### config.mk
export PLATFORM = sky130hd
export DESIGN_NAME = data_packer_unit
export DESIGN_NICKNAME = d
export VERILOG_FILES = /design/src/rtl/lebug_pkg.sv /design/src/rtl/data_packer_unit.sv
export SDC_FILE = /design/constraint.sdc
export NUM_CORES = 1
export LEC_CHECK = 0
export ABC_AREA = 0
export ABC_CLOCK_PERIOD_IN_PS = 5100
export BUFFER_PORTS_ARGS = -buffer_cell sky130_fd_sc_hd__buf_2
export CAP_MARGIN = 30
export CORE_MARGIN = 4
export CORE_UTILIZATION = 57
export CTS_CLUSTER_DIAMETER = 150
export DETAILED_ROUTE_END_ITERATION = 8
export GPL_ROUTABILITY_DRIVEN = 0
export PLACE_DENSITY_LB_ADDON = 0.1
export SYNTH_ARGS = -nofsm -noshare
export SYNTH_HDL_FRONTEND = slang
export SYNTH_SLANG_ARGS = --single-unit
### constraint.sdc
create_clock -name clk -period 5.1 [get_ports clk]
set_input_delay 0.255 -clock clk [delete_from_list [all_inputs] [get_ports clk]]
set_output_delay 0.255 -clock clk [all_outputs]
set_load 0.02 [all_outputs]
### src/rtl/lebug_pkg.sv
// Shared types for the trace-path blocks: pack mode encoding and element type.
package lebug_pkg;

  // Default element width used by blocks on the trace path.
  localparam int ELEM_WIDTH = 32;

  typedef logic [ELEM_WIDTH-1:0] elem_t;

  // Elements per input: PACK_N = full vector, PACK_M = M elements, PACK_1 = one element.
  typedef enum logic [1:0] {
    PACK_N = 2'd0,
    PACK_M = 2'd1,
    PACK_1 = 2'd2
  } pack_mode_e;

endpackage : lebug_pkg

### src/rtl/data_packer_unit.sv
// Packs zero-padded partial vectors (N, M or 1 useful elements per input) into
// dense N-element vectors. Emits one cycle after the completing input, or on
// end-of-frame with the unfilled tail zero padded.
module data_packer_unit
  import lebug_pkg::pack_mode_e;
  import lebug_pkg::PACK_N;
  import lebug_pkg::PACK_M;
  import lebug_pkg::PACK_1;
#(
  parameter int N          = 8,
  parameter int M          = 4,
  parameter int DATA_WIDTH = 32
) (
  input  logic                           clk,
  input  logic                           reset_n,
  input  logic                           valid_in,
  input  logic                           eof_in,
  input  logic [1:0]                     pack_mode,
  input  logic [N-1:0][DATA_WIDTH-1:0]   vector_in,
  output logic                           valid_out,
  output logic                           eof_out,
  output logic [N-1:0][DATA_WIDTH-1:0]   vector_out
);

  localparam int LW = $clog2(N);  // slot index width
  localparam int PW = LW + 1;     // pointer width, can hold the value N

  // Elements consumed per input in a given mode.
  function automatic logic [PW-1:0] elems(input pack_mode_e m);
    case (m)
      PACK_M:  return PW'(M);
      PACK_1:  return PW'(1);
      default: return PW'(N);
    endcase
  endfunction

  pack_mode_e                       mode_q;
  pack_mode_e                       eff_mode;
  logic [PW-1:0]                    ptr_q;
  logic [PW-1:0]                    p_elems;
  logic [PW-1:0]                    ptr_end;
  logic [N-1:0][DATA_WIDTH-1:0]     buf_q;
  logic [N-1:0][DATA_WIDTH-1:0]     next_buf;
  logic [N-1:0]                     wr_en;
  logic                             complete;
  logic                             emit;

  // Mode in force this cycle: a new pack_mode is only accepted with an empty buffer,
  // so the input arriving at ptr==0 is already packed with the new mode.
  always_comb begin
    // NOTE: default assignment first so every path drives eff_mode; no latch is inferred.
    eff_mode = mode_q;
    if (ptr_q == '0) begin
      case (pack_mode)
        2'd1:    eff_mode = PACK_M;
        2'd2:    eff_mode = PACK_1;
        default: eff_mode = PACK_N;  // 3 is reserved and behaves as pass-through
      endcase
    end
  end

  // Pointer arithmetic and emit decision.
  always_comb begin
    p_elems  = elems(eff_mode);
    ptr_end  = ptr_q + p_elems;  // ptr is a multiple of P, so this never exceeds N
    complete = valid_in && (ptr_end == PW'(N));
    emit     = complete || (eof_in && (valid_in || (ptr_q != '0)));
  end

  // Per-slot write: slot s takes vector_in[s-ptr] when s lies in [ptr, ptr+P).
  for (genvar s = 0; s < N; s++) begin : g_slot
    logic [LW-1:0] src;
    assign src         = LW'(s) - ptr_q[LW-1:0];
    assign wr_en[s]    = valid_in && (PW'(s) >= ptr_q) && (PW'(s) < ptr_end);
    assign next_buf[s] = wr_en[s] ? vector_in[src] : buf_q[s];
  end

  // State and registered outputs; an emit clears the buffer so unfilled slots read as 0.
  always_ff @(posedge clk or negedge reset_n) begin
    if (!reset_n) begin
      // NOTE: the buffer is reset too, because zero padding on flush relies on cleared slots.
      buf_q      <= '0;
      ptr_q      <= '0;
      mode_q     <= PACK_N;
      valid_out  <= 1'b0;
      eof_out    <= 1'b0;
      vector_out <= '0;
    end else begin
      // NOTE: non-blocking assignments so every register samples pre-edge values.
      mode_q    <= eff_mode;
      valid_out <= emit;
      eof_out   <= eof_in;
      if (emit) begin
        vector_out <= next_buf;
        buf_q      <= '0;
        ptr_q      <= '0;
      end else if (valid_in) begin
        buf_q <= next_buf;
        ptr_q <= ptr_end;
      end
    end
  end

endmodule : data_packer_unit

### After elaboration in Yosys (flattened, before gate mapping)

Index checks and enable logic that the tools add are counted.

| cells by class | value |
|---|---|
| $add $sub $neg | 9 |
| order comparisons | 24 |
| eq/ne operators | 5 |
| mux-type cells | 31 |
| reductions and logical operators | 23 |

Operators with widths:

| operator | number |
|---|---|
| binary-select mux 32 bit (select 3 bit) | 8 |
| two-way mux 256 bit | 2 |
| two-way mux 32 bit | 16 |
| less-than comparator 3 x 4 -> 1 bit, second input constant | 8 |
| logical AND 1 bit | 18 |
| greater-or-equal comparator 3 x 4 -> 1 bit, first input constant | 4 |
| less-than comparator 3 x 4 -> 1 bit, first input constant | 4 |
| subtractor 3 bit, first input constant | 4 |
| greater-or-equal comparator 1 x 4 -> 1 bit, first input constant | 2 |
| greater-or-equal comparator 2 x 4 -> 1 bit, first input constant | 2 |
| less-than comparator 1 x 4 -> 1 bit, first input constant | 2 |
| less-than comparator 2 x 4 -> 1 bit, first input constant | 2 |
| two-way mux 4 bit | 2 |
| one-hot mux 4 bit (2 select lines) | 1 |
| subtractor 1 x 3 -> 3 bit, first input constant | 2 |
| subtractor 2 x 3 -> 3 bit, first input constant | 2 |
| adder 4 bit | 1 |
| == test 2 x 1 -> 1 bit, second input constant | 2 |
| == test 2 bit, second input constant | 2 |
| == test 4 bit, second input constant | 1 |
| zero test 4 bit | 1 |
| one-hot mux 2 bit (2 select lines) | 1 |
| nonzero test 4 bit | 1 |
| logical OR 1 bit | 2 |
| 2 further kinds | 2 |

| word-level totals | value |
|---|---|
| register bits | 520 |
| bits of input ports | 262 |
| output and inout bits | 258 |
| logic and storage cells | 112 |

### Depth between registers and ports, before layout

Gate-level depths: netlist (run 1).

| logic depth | value |
|---|---|
| depth in word-level cells | 11 |
| mapped depth | 22 |
| depth with buffers taken out | 14 |

### Worst setup path after synthesis (run 1)

Ideal clock, no wire load.

| timing path | value |
|---|---|
| kind | reg2reg |
| from | register ptr_q[0] |
| to | register vector_out[160] (netlist name) |
| setup time | 125 ps |
| arrival time | 4334 ps |
| required time | 4975 ps |
| path slack | 641 ps |
| cell stages (with the launch flop) | 21 |
| path buffers | 7 |
| period minus slack after synthesis | 4459 ps |
| cells stage by stage | dfrtp_1 > clkbuf_1 > buf_2 > buf_2 > buf_2 > inv_1 > ha_1 > or3b_1 > buf_2 > nor3b_1 > a21oi_1 > ha_1 > ha_1 > ha_1 > or2_2 > nor2_1 > a32oi_1 > buf_4 > inv_4 > buf_6 > mux2_4 |

| between the ends | value |
|---|---|
| cells in the longest elaborated chain, start to end | 8 |
| elaborated cells between the ends (all ways) | 20 |
| those cells by class | add/sub: 2; order compare: 2; eq/ne: 3; mux: 5; reduce/logical: 8 |

Ends and longest elaborated chain:

| element | RTL line | source |
|---|---|---|
| from (decl) | data_packer_unit.sv:39 | `logic [PW-1:0] ptr_q;` |
| from (signal assigned) | data_packer_unit.sv:99 | `ptr_q <= ptr_end;` |
| zero test 4 bit | data_packer_unit.sv:53 | `if (ptr_q == '0) begin` |
| two-way mux 2 bit | data_packer_unit.sv:53 |  |
| == test 2 bit / == test 2 x 1 -> 1 bit (equally long branches) | data_packer_unit.sv:30 | `case (m)` |
| one-hot mux 4 bit (2 select lines) | data_packer_unit.sv:30 |  |
| adder 4 bit | data_packer_unit.sv:65 | `ptr_end = ptr_q + p_elems;` |
| less-than comparator 3 x 4 -> 1 bit / == test 4 bit (equally long branches) | data_packer_unit.sv:74, data_packer_unit.sv:66 |  |
| logical AND 1 bit (on tied branches) | data_packer_unit.sv:74, data_packer_unit.sv:66 |  |
| two-way mux 32 bit / logical OR 1 bit (equally long branches) | data_packer_unit.sv:75, data_packer_unit.sv:67 |  |
| to (signal assigned) | data_packer_unit.sv:94 | `vector_out <= next_buf;` |
| to (decl) | data_packer_unit.sv:22 | `output logic [N-1:0][DATA_WIDTH-1:0] vector_out` |

Parallel ways exist; a longest one is shown, timed or not. The select of a mux whose other input is x is not followed.
A chain may end at the register's enable or synchronous reset.

### Worst setup path after layout (run 1)

| timing path | value |
|---|---|
| from | register ptr_q[1] |
| to | register vector_out[208] (netlist name) |

Same word-level chain as after synthesis.

==> results summary, run 1 <==
Setup repair after global routing left no endpoint under its margin. Sorting the synthesized cells by area gives the leading types as sky130_fd_sc_hd__dfrtp_1 (42%), sky130_fd_sc_hd__mux4_2 (19%), sky130_fd_sc_hd__mux2i_1 (9.3%). The total of buffers placed on input and output ports is 519.

Of the total power, the share spent switching nets is 0.476. The boundary pin count is 520. The clock sink count is 520. Among all flip-flop cells after synthesis, the most frequent one is sky130_fd_sc_hd__dfrtp_1. The final-layout fill cell count is 4125. The startpoint identified for the worst register-to-register timing path is ptr_q[1]. VDD sags by at most 756 uV. The total count of hold-check failures in the final report is 0. STA classifies the critical path endpoint as a register. The end of the worst register-to-register path is vector_out[208]. The worst path needs 4.86 ns of the cycle, external delays included.

The number of max-cap violations came out at 0. The number of design rule violations left after detail routing is 0. Of the synthesized area, sequential elements account for 0.420. The worst setup path is of the register to register kind. The pre-CTS worst setup slack came out at 0.317 ns.

The die covers 0.0581 mm^2. The average cell area after synthesis is 11.7 um^2. Global routing finished with a remaining overflow of 0. The die extent in y is 241 um. The HPWL after detailed placement is 85000 um.

The global-route total usage across every layer is 0.387. The arrival time of the worst setup path came out at 5.35 ns. The final worst-path cycle share is 0.953.

The number of placement rows came out at 85. In this run the worst setup path begins at ptr_q[1]. In this run, synthesis produced a sequential element count of 520.

The largest net degree at the start of global routing came out at 188. The count of cell types in the netlist is 53. Summing all non-filler instances in the final layout gives an area of 0.0362 mm^2. The area taken by flip-flops and latches came out at 0.0130 mm^2. The H-tree generated during clock tree synthesis spans 2 levels. The required time of the worst setup path came out at 5.59 ns. The final setup violation count is 0. Counting cells, the worst reg-to-reg path comes to 14.

The worst setup path is launched from a register. The number of antenna violations at the first check in global routing is 14. The synthesized netlist net count came out at 2916. The critical path ends at vector_out[208].

Of the total power, registers draw 0.230. The setup TNS is 0 ns. The tree is rooted in a sky130_fd_sc_hd__clkbuf_16. In this run the remaining antenna-violating nets after routing total 0. The setup check on the worst reg-to-reg path leaves a slack of 0.24 ns. The via count of the first global-routing pass is 24600. The library cell with the largest summed area after synthesis is sky130_fd_sc_hd__dfrtp_1. From left edge to right edge, the die measures 241 um.

The fraction of final layout cells with drive strength greater than 1 came out at 0.352. In this run the power spent charging and discharging nets is 0.0128 W. The path class of the tightest hold or removal check is input port to register. The number of search-and-repair iterations in the first detailed-routing pass is 6. The routed via count divided by cell count is 6.67.

After synthesis, the most frequently instantiated cells are sky130_fd_sc_hd__dfrtp_1 (520), sky130_fd_sc_hd__nand2_1 (392), sky130_fd_sc_hd__mux2i_1 (288), sky130_fd_sc_hd__o21ai_0 (261), sky130_fd_sc_hd__mux4_2 (256). The post-CTS clock slew at the launch and capture registers of the worst setup and hold paths is 0.06 ns. The number of enable flip-flop cells after synthesis is 0. TritonCTS built the clock tree.

The number of warning messages in the yosys log came out at 0. The total number of nets in the final design is 3330. The first global-routing pass estimated 166000 um of wire. Dividing the detail-routed wire length by the instance count gives 29.8 um. The upper clock frequency limit is 206 MHz. The share of power burned in the clock network came out at 0.152.

The post-synthesis async set-or-reset flop share is 1.00. The flow ran to the end, and the final reports show no timing, DRC or antenna violations. The number of clock buffers added by TritonCTS is 55.

The routed wire length is 113000 um. The initial utilization of the core area, before any placement, comes to 0.575. From synthesis to final layout, the design area changed by 17.0%.

The area of the multi-input gates came out at 0.0168 mm^2. The total area inside the core boundary comes to 0.0538 mm^2. The final route contains 25400 vias.

Clock latency on the worst-skew pair, taken at its later pin, is 0.63 ns. The top-area cell type share of the netlist area came out at 0.420. The worst-path maximum fanout came out at 31. The instance area after placement is 0.0343 mm^2. The actual transition at the worst max-transition pin came out at 1.02 ns. The static power due to leakage is 16.3 nW.

The cell area after synthesis is 0.0310 mm^2. Across the routed clock network, the largest skew measured is 0.0315 ns. The total count of max-transition violations in the final report came to 0. The final worst-path setup slack is 0.239 ns. For this block, the initial DRC count from the detailed router was 2784.

The post-CTS setup repair buffer count came out at 0. The maximum buffer depth of the clock tree came out at 3. The worst-case headroom to the max-slew limit is 0.317. Among all cell types in the netlist, the one instantiated most often is sky130_fd_sc_hd__dfrtp_1. The cell internal power dissipation is 0.0141 W. The gate count after technology mapping came out at 2645. The fraction of power consumed by combinational cells came out at 0.618.

The power density of the placed cells came out at 741 mW/mm^2.
==> through the flow <==
stage / util / hold slack, ns / instances / power (W)
6_report: 0.673 / 0.123 / 3801 / 0.0268
5_1_grt: 0.673 / 0.179 / 3796 / 0.0280
4_1_cts: 0.671 / 0.0882 / 3790 / 0.0265
3_5_place_dp: 0.637 / 0.360 / 3691 / 0.0224
3_3_place_gp: 0.635 / 0.352 / 3688 / 0.0220
2_1_floorplan: - / -0.0406 / 2645 / 0.0170
==> layout by cell type, fill, tap and decap left out, types with 3 or more instances in the layout <==
master,count
sky130_fd_sc_hd__a21oi_4,4
sky130_fd_sc_hd__a22o_1,32
sky130_fd_sc_hd__a2bb2oi_1,33
sky130_fd_sc_hd__a32o_1,32
sky130_fd_sc_hd__and2_1,32
sky130_fd_sc_hd__buf_12,9
sky130_fd_sc_hd__buf_16,6
sky130_fd_sc_hd__buf_2,518
sky130_fd_sc_hd__buf_4,46
sky130_fd_sc_hd__bufinv_16,3
sky130_fd_sc_hd__clkbuf_1,12
sky130_fd_sc_hd__clkbuf_16,57
sky130_fd_sc_hd__clkbuf_8,13
sky130_fd_sc_hd__clkinv_2,6
sky130_fd_sc_hd__dfrtp_1,517
sky130_fd_sc_hd__diode_2,8
sky130_fd_sc_hd__dlygate4sd3_1,4
sky130_fd_sc_hd__ha_1,7
sky130_fd_sc_hd__inv_1,102
sky130_fd_sc_hd__inv_6,3
sky130_fd_sc_hd__mux2_2,64
sky130_fd_sc_hd__mux2_4,64
sky130_fd_sc_hd__mux2i_1,288
sky130_fd_sc_hd__mux4_2,256
sky130_fd_sc_hd__nand2_1,392
sky130_fd_sc_hd__nand2b_1,4
sky130_fd_sc_hd__nor2_1,109
sky130_fd_sc_hd__o21ai_0,261
sky130_fd_sc_hd__o21ai_1,35
sky130_fd_sc_hd__o21ai_2,3
sky130_fd_sc_hd__o21ai_4,7
sky130_fd_sc_hd__o2bb2ai_1,128
sky130_fd_sc_hd__xnor2_2,3
==> layer usage <==
layer,up-vias,share of wire,global-route usage
li1,10600,-,-
met1,12900,0.38,0.526
met2,1559,0.44,0.577
met3,289,0.12,0.125
met4,12,0.059,0.175
met5,-,0.00075,0
==> cell type report <==
cell class,count,area share
Antenna cell,8,0.000553
Clock buffer,82,0.0456
Clock inverter,13,0.00425
Inverter,104,0.0109
Multi-Input combinational cell,1793,0.463
Sequential cell,520,0.360
Tap cell,696,0.0240
Timing Repair Buffer,585,0.0925
==> flip-flops by register name, indices dropped and copies added (netlist names) <==
| name | cells |
|---|---|
| vector_out | 256 |
| ptr_q | 4 |
| valid_out | 1 |
| buf_q | 256 |
| mode_q | 2 |
| eof_out | 1 |
==> timing repair <==
| action | CTS | global route |
|---|---|---|
| gates resized for setup | 0 | 1 |
| setup endpoints to repair | 0 | 1 |
| hold buffers | 4 | 0 |
| hold endpoints to repair | 92 | 0 |
==> worst min-delay path by stage <==
stage	slack, ns	endpoint	cells past startpoint	from
2_1_floorplan	-0.04	buf_q[0]	0	reset_n
3_3_place_gp	0.35	vector_out[99]	1	reset_n
3_5_place_dp	0.36	vector_out[99]	1	reset_n
4_1_cts	0.09	mode_q[0]	4	pack_mode[1]
5_1_grt	0.18	mode_q[0]	4	pack_mode[1]
6_report	0.12	mode_q[0]	4	pack_mode[1]
==> kinds of logic after synthesis <==
logic type,after synthesis,share of synthesized area
DFF,520,0.420
adders and majority gates,9,0.00364
AOI/OAI and AO/OA,551,0.120
xor gates and xnor gates,9,0.00352
buffers and inverters,332,0.0478
muxes,672,0.334
and+or+nand+nor,552,0.0715
==> critical path, stage by stage, from the launching register on <==
cell	delay, ns
sky130_fd_sc_hd__dfrtp_4	0.47
sky130_fd_sc_hd__inv_1	0.21
sky130_fd_sc_hd__ha_4	0.24
sky130_fd_sc_hd__or3b_1	0.55
sky130_fd_sc_hd__nor3b_1	0.25
sky130_fd_sc_hd__a21oi_1	0.09
sky130_fd_sc_hd__ha_1	0.23
sky130_fd_sc_hd__ha_1	0.21
sky130_fd_sc_hd__ha_1	0.37
sky130_fd_sc_hd__or2_2	0.34
sky130_fd_sc_hd__nor2_1	0.37
sky130_fd_sc_hd__a32oi_4	0.26
sky130_fd_sc_hd__inv_6	0.44
sky130_fd_sc_hd__buf_4	0.33
sky130_fd_sc_hd__mux2_4	0.32
==> power by group through the flow <==
| stage | Clock, W | Sequential [W] | Combinational, W |
|---|---|---|---|
| after floorplan | 0 | 0.00666 | 0.0104 |
| after global placement | 0 | 0.00617 | 0.0158 |
| after detailed placement | 0 | 0.00620 | 0.0162 |
| after CTS | 0.00411 | 0.00615 | 0.0163 |
| after global routing | 0.00426 | 0.00628 | 0.0175 |
| final | 0.00408 | 0.00618 | 0.0166 |
(Power assumes the default switching activity.)
==> run 2, diff against run 1 <==
--- a/config.mk
+++ b/config.mk
@@ -9,8 +9,10 @@
 export ABC_CLOCK_PERIOD_IN_PS = 5100
 export BUFFER_PORTS_ARGS = -buffer_cell sky130_fd_sc_hd__buf_2
 export CAP_MARGIN = 30
+export CELL_PAD_IN_SITES_DETAIL_PLACEMENT = 1
+export CELL_PAD_IN_SITES_GLOBAL_PLACEMENT = 1
 export CORE_MARGIN = 4
-export CORE_UTILIZATION = 57
+export CORE_UTILIZATION = 46
 export CTS_CLUSTER_DIAMETER = 150
 export DETAILED_ROUTE_END_ITERATION = 8
 export GPL_ROUTABILITY_DRIVEN = 0
==> results summary, run 2 (synthesized netlist as in run 1, its figures left out) <==
The run finished with clean final reports. The later pin in the worst-skew pair is clocked with a latency of 0.62 ns. The via count of the first global-routing pass is 26400. Setup repair after global routing left no endpoint under its margin. The global-route total usage across every layer came out at 0.353. The largest net degree at the start of global routing is 151. The final setup violation count came out at 0. In this run the worst path has a maximum fanout of 32. The effective utilization at floorplan came out at 0.468.

The first global-routing pass estimated 185000 um of wire. The number of antenna violations at the first check in global routing was 10. Dividing the detail-routed wire length by the instance count gives 32.3 um. The area growth from synthesis to layout is 18.7%. The cell area after layout came out at 0.0367 mm^2. The time the final worst path needs with I/O delays and setup is 4.90 ns. The cell count of the worst reg-to-reg path is 14. The fraction of final layout cells with drive strength greater than 1 came out at 0.354.

The worst hold path stage count is 4. The aggregate global routing overflow is 0. The worst hold path begins at pack_mode[0]. The number of vias after detailed routing came out at 25700. The net count of the finished layout is 3334. The instance area after placement came out at 0.0347 mm^2. The actual transition at the worst max-transition pin came out at 1.07 ns. After routing, the total negative slack on setup checks comes to 0 ns. The maximum buffer depth of the clock tree is 3. The worst flop-to-flop path startpoint is ptr_q[1]. The power density of the placed cells came out at 757 mW/mm^2. The required time of the worst setup path came out at 5.59 ns. The worst-case headroom to the max-slew limit came out at 0.287.

The post-CTS setup repair buffer count came out at 0. The worst setup path is captured at a register. TritonCTS built the clock tree.

The width of the die is 267 um. The analysis attributes to cell leakage a power of 16.4 nW. The clock sink count is 520. TritonCTS created 56 clock buffers.

The critical path class is register to register. Across the VDD grid, the largest voltage drop is 549 uV. In the final layout, the registers with the most flip-flops are buf_q: 256 flops, vector_out: 256 flops, ptr_q: 4 flops. Row generation in the floorplan step produced 94 rows.

Data on the critical path arrives at its endpoint at 5.40 ns. The final-layout fill cell count is 6966. In this run the number of H-tree levels came out at 2.

The detail route stage leaves a number of antenna-violating nets equal to 0. The root buffer cell chosen for the clock tree is sky130_fd_sc_hd__clkbuf_16. The total count of hold-check failures in the final report came out at 0. The end of the worst register-to-register path is vector_out[180]. The HPWL after detailed placement is 95900 um.

Leaving out fill and tap cells, the most frequent cell in the layout is sky130_fd_sc_hd__buf_2. The clock skew is 0.0178 ns. The routed via count divided by cell count is 6.45.

The count of buffers added on input and output ports is 519. STA classifies the critical path startpoint as a register. The path with the worst hold slack has its endpoint at mode_q[0]. Derived from the worst setup path, the maximum achievable clock frequency is 204 MHz.

Clock-pin slew was measured on the worst setup and hold paths at 0.06 ns. The total count of max-transition violations in the final report is 0. Dividing the final minimum period by the clock period gives 0.961. The total power came out at 0.0278 W. The number of design rule violations left after detail routing came out at 0. For this block, the initial DRC count from the detailed router was 2535. In this run the worst hold path is classified as input port to register. For this block, the routed nets add up to 129000 um of wire. The register-to-register setup slack is 0.20 ns.

In the layout the commonest cells are sky130_fd_sc_hd__buf_2 (518), sky130_fd_sc_hd__dfrtp_1 (517), sky130_fd_sc_hd__nand2_1 (392). The die extent in y is 267 um. The region available for standard cell placement spans 0.0662 mm^2.

The full die area came out at 0.0715 mm^2. The number of search-and-repair iterations in the first detailed-routing pass is 5. The boundary pin count came out at 520.

The number of max-cap violations came out at 0.
==> run 2: cell count changes in the layout (fill, tap and decap cells not counted), moves of 2 or more <==
| cell | change |
|---|---|
| sky130_fd_sc_hd__o21ai_2 | -3 |
| sky130_fd_sc_hd__clkinv_2 | +3 |
| sky130_fd_sc_hd__buf_4 | -8 |
| sky130_fd_sc_hd__clkbuf_8 | +3 |
| sky130_fd_sc_hd__buf_12 | +12 |
| sky130_fd_sc_hd__o21ai_4 | +3 |
| sky130_fd_sc_hd__inv_6 | -2 |
==> run 2: power breakdown <==
part | internal, W | leakage [nW] | total (W) | switching [W]
Clock | 0.00251 | 0.943 | 0.00430 | 0.00179
Sequential | 0.00539 | 7.04 | 0.00624 | 0.000852
Combinational | 0.00644 | 8.45 | 0.0173 | 0.0108
==> run 2: how the worst max path moves through the flow <==
stage / to / from / slack, ns / cells after the start
finish: vector_out[180] / ptr_q[1] / 0.20 / 14
global route: vector_out[94] / ptr_q[1] / 0.005 / 15
CTS: vector_out[40] / ptr_q[1] / 0.25 / 14
detailed placement: vector_out[32] / ptr_q[1] / 0.27 / 14
global placement: vector_out[182] / ptr_q[1] / 0.48 / 14
floorplan: vector_out[160] / ptr_q[0] / 0.64 / 20
==> run 2: area by class of cell <==
type | instances | area, um^2 | share of cell area
multi-input combinational | 1793 | 16800 | 0.457
inverter | 104 | 395 | 0.0108
sequential | 520 | 13000 | 0.354
timing repair buffer | 588 | 3520 | 0.0958
clock inverter | 15 | 189 | 0.00514
antenna | 9 | 22.5 | 0.000613
tap | 864 | 1080 | 0.0294
clock buffer | 86 | 1720 | 0.0467
==> run 2: timing repair <==
action,CTS,global route
hold buffers,4,0
endpoints found under the setup margin,0,154
gates resized for setup,0,1
hold endpoints to repair,85,0
==> run 2: per-stage QoR <==
stage               std cells  hold WS, ns  setup WS [ns]   util
CTS                      3967       0.0615          0.252  0.553
finish                   3979        0.140          0.198  0.555
detailed placement       3862        0.327          0.265  0.524
global placement         3858        0.325          0.476  0.522
floorplan                2645      -0.0406          0.641      -
global route             3970        0.167        0.00486  0.555
==> run 2: worst max-delay path, stage by stage (launching register included) <==
cell and delay, ns:
sky130_fd_sc_hd__dfrtp_4 0.47, sky130_fd_sc_hd__inv_1 0.22, sky130_fd_sc_hd__ha_4 0.23, sky130_fd_sc_hd__or3b_1 0.55
sky130_fd_sc_hd__nor3b_1 0.28, sky130_fd_sc_hd__a21oi_1 0.12, sky130_fd_sc_hd__ha_1 0.24, sky130_fd_sc_hd__ha_1 0.21
sky130_fd_sc_hd__ha_1 0.38, sky130_fd_sc_hd__or2_2 0.34, sky130_fd_sc_hd__nor2_1 0.42, sky130_fd_sc_hd__a32oi_4 0.25
sky130_fd_sc_hd__inv_6 0.38, sky130_fd_sc_hd__buf_12 0.27, sky130_fd_sc_hd__mux2_4 0.32
==> run 2: metal layers <==
metal | routed length (um) | part of all wire | track usage | vias up
met5 | 53 | 0.00041 | 0 | -
met4 | 7140 | 0.056 | 0.160 | 8
met3 | 11700 | 0.091 | 0.0869 | 250
met2 | 59700 | 0.46 | 0.556 | 1299
met1 | 50000 | 0.39 | 0.466 | 13500
li1 | - | - | - | 10600
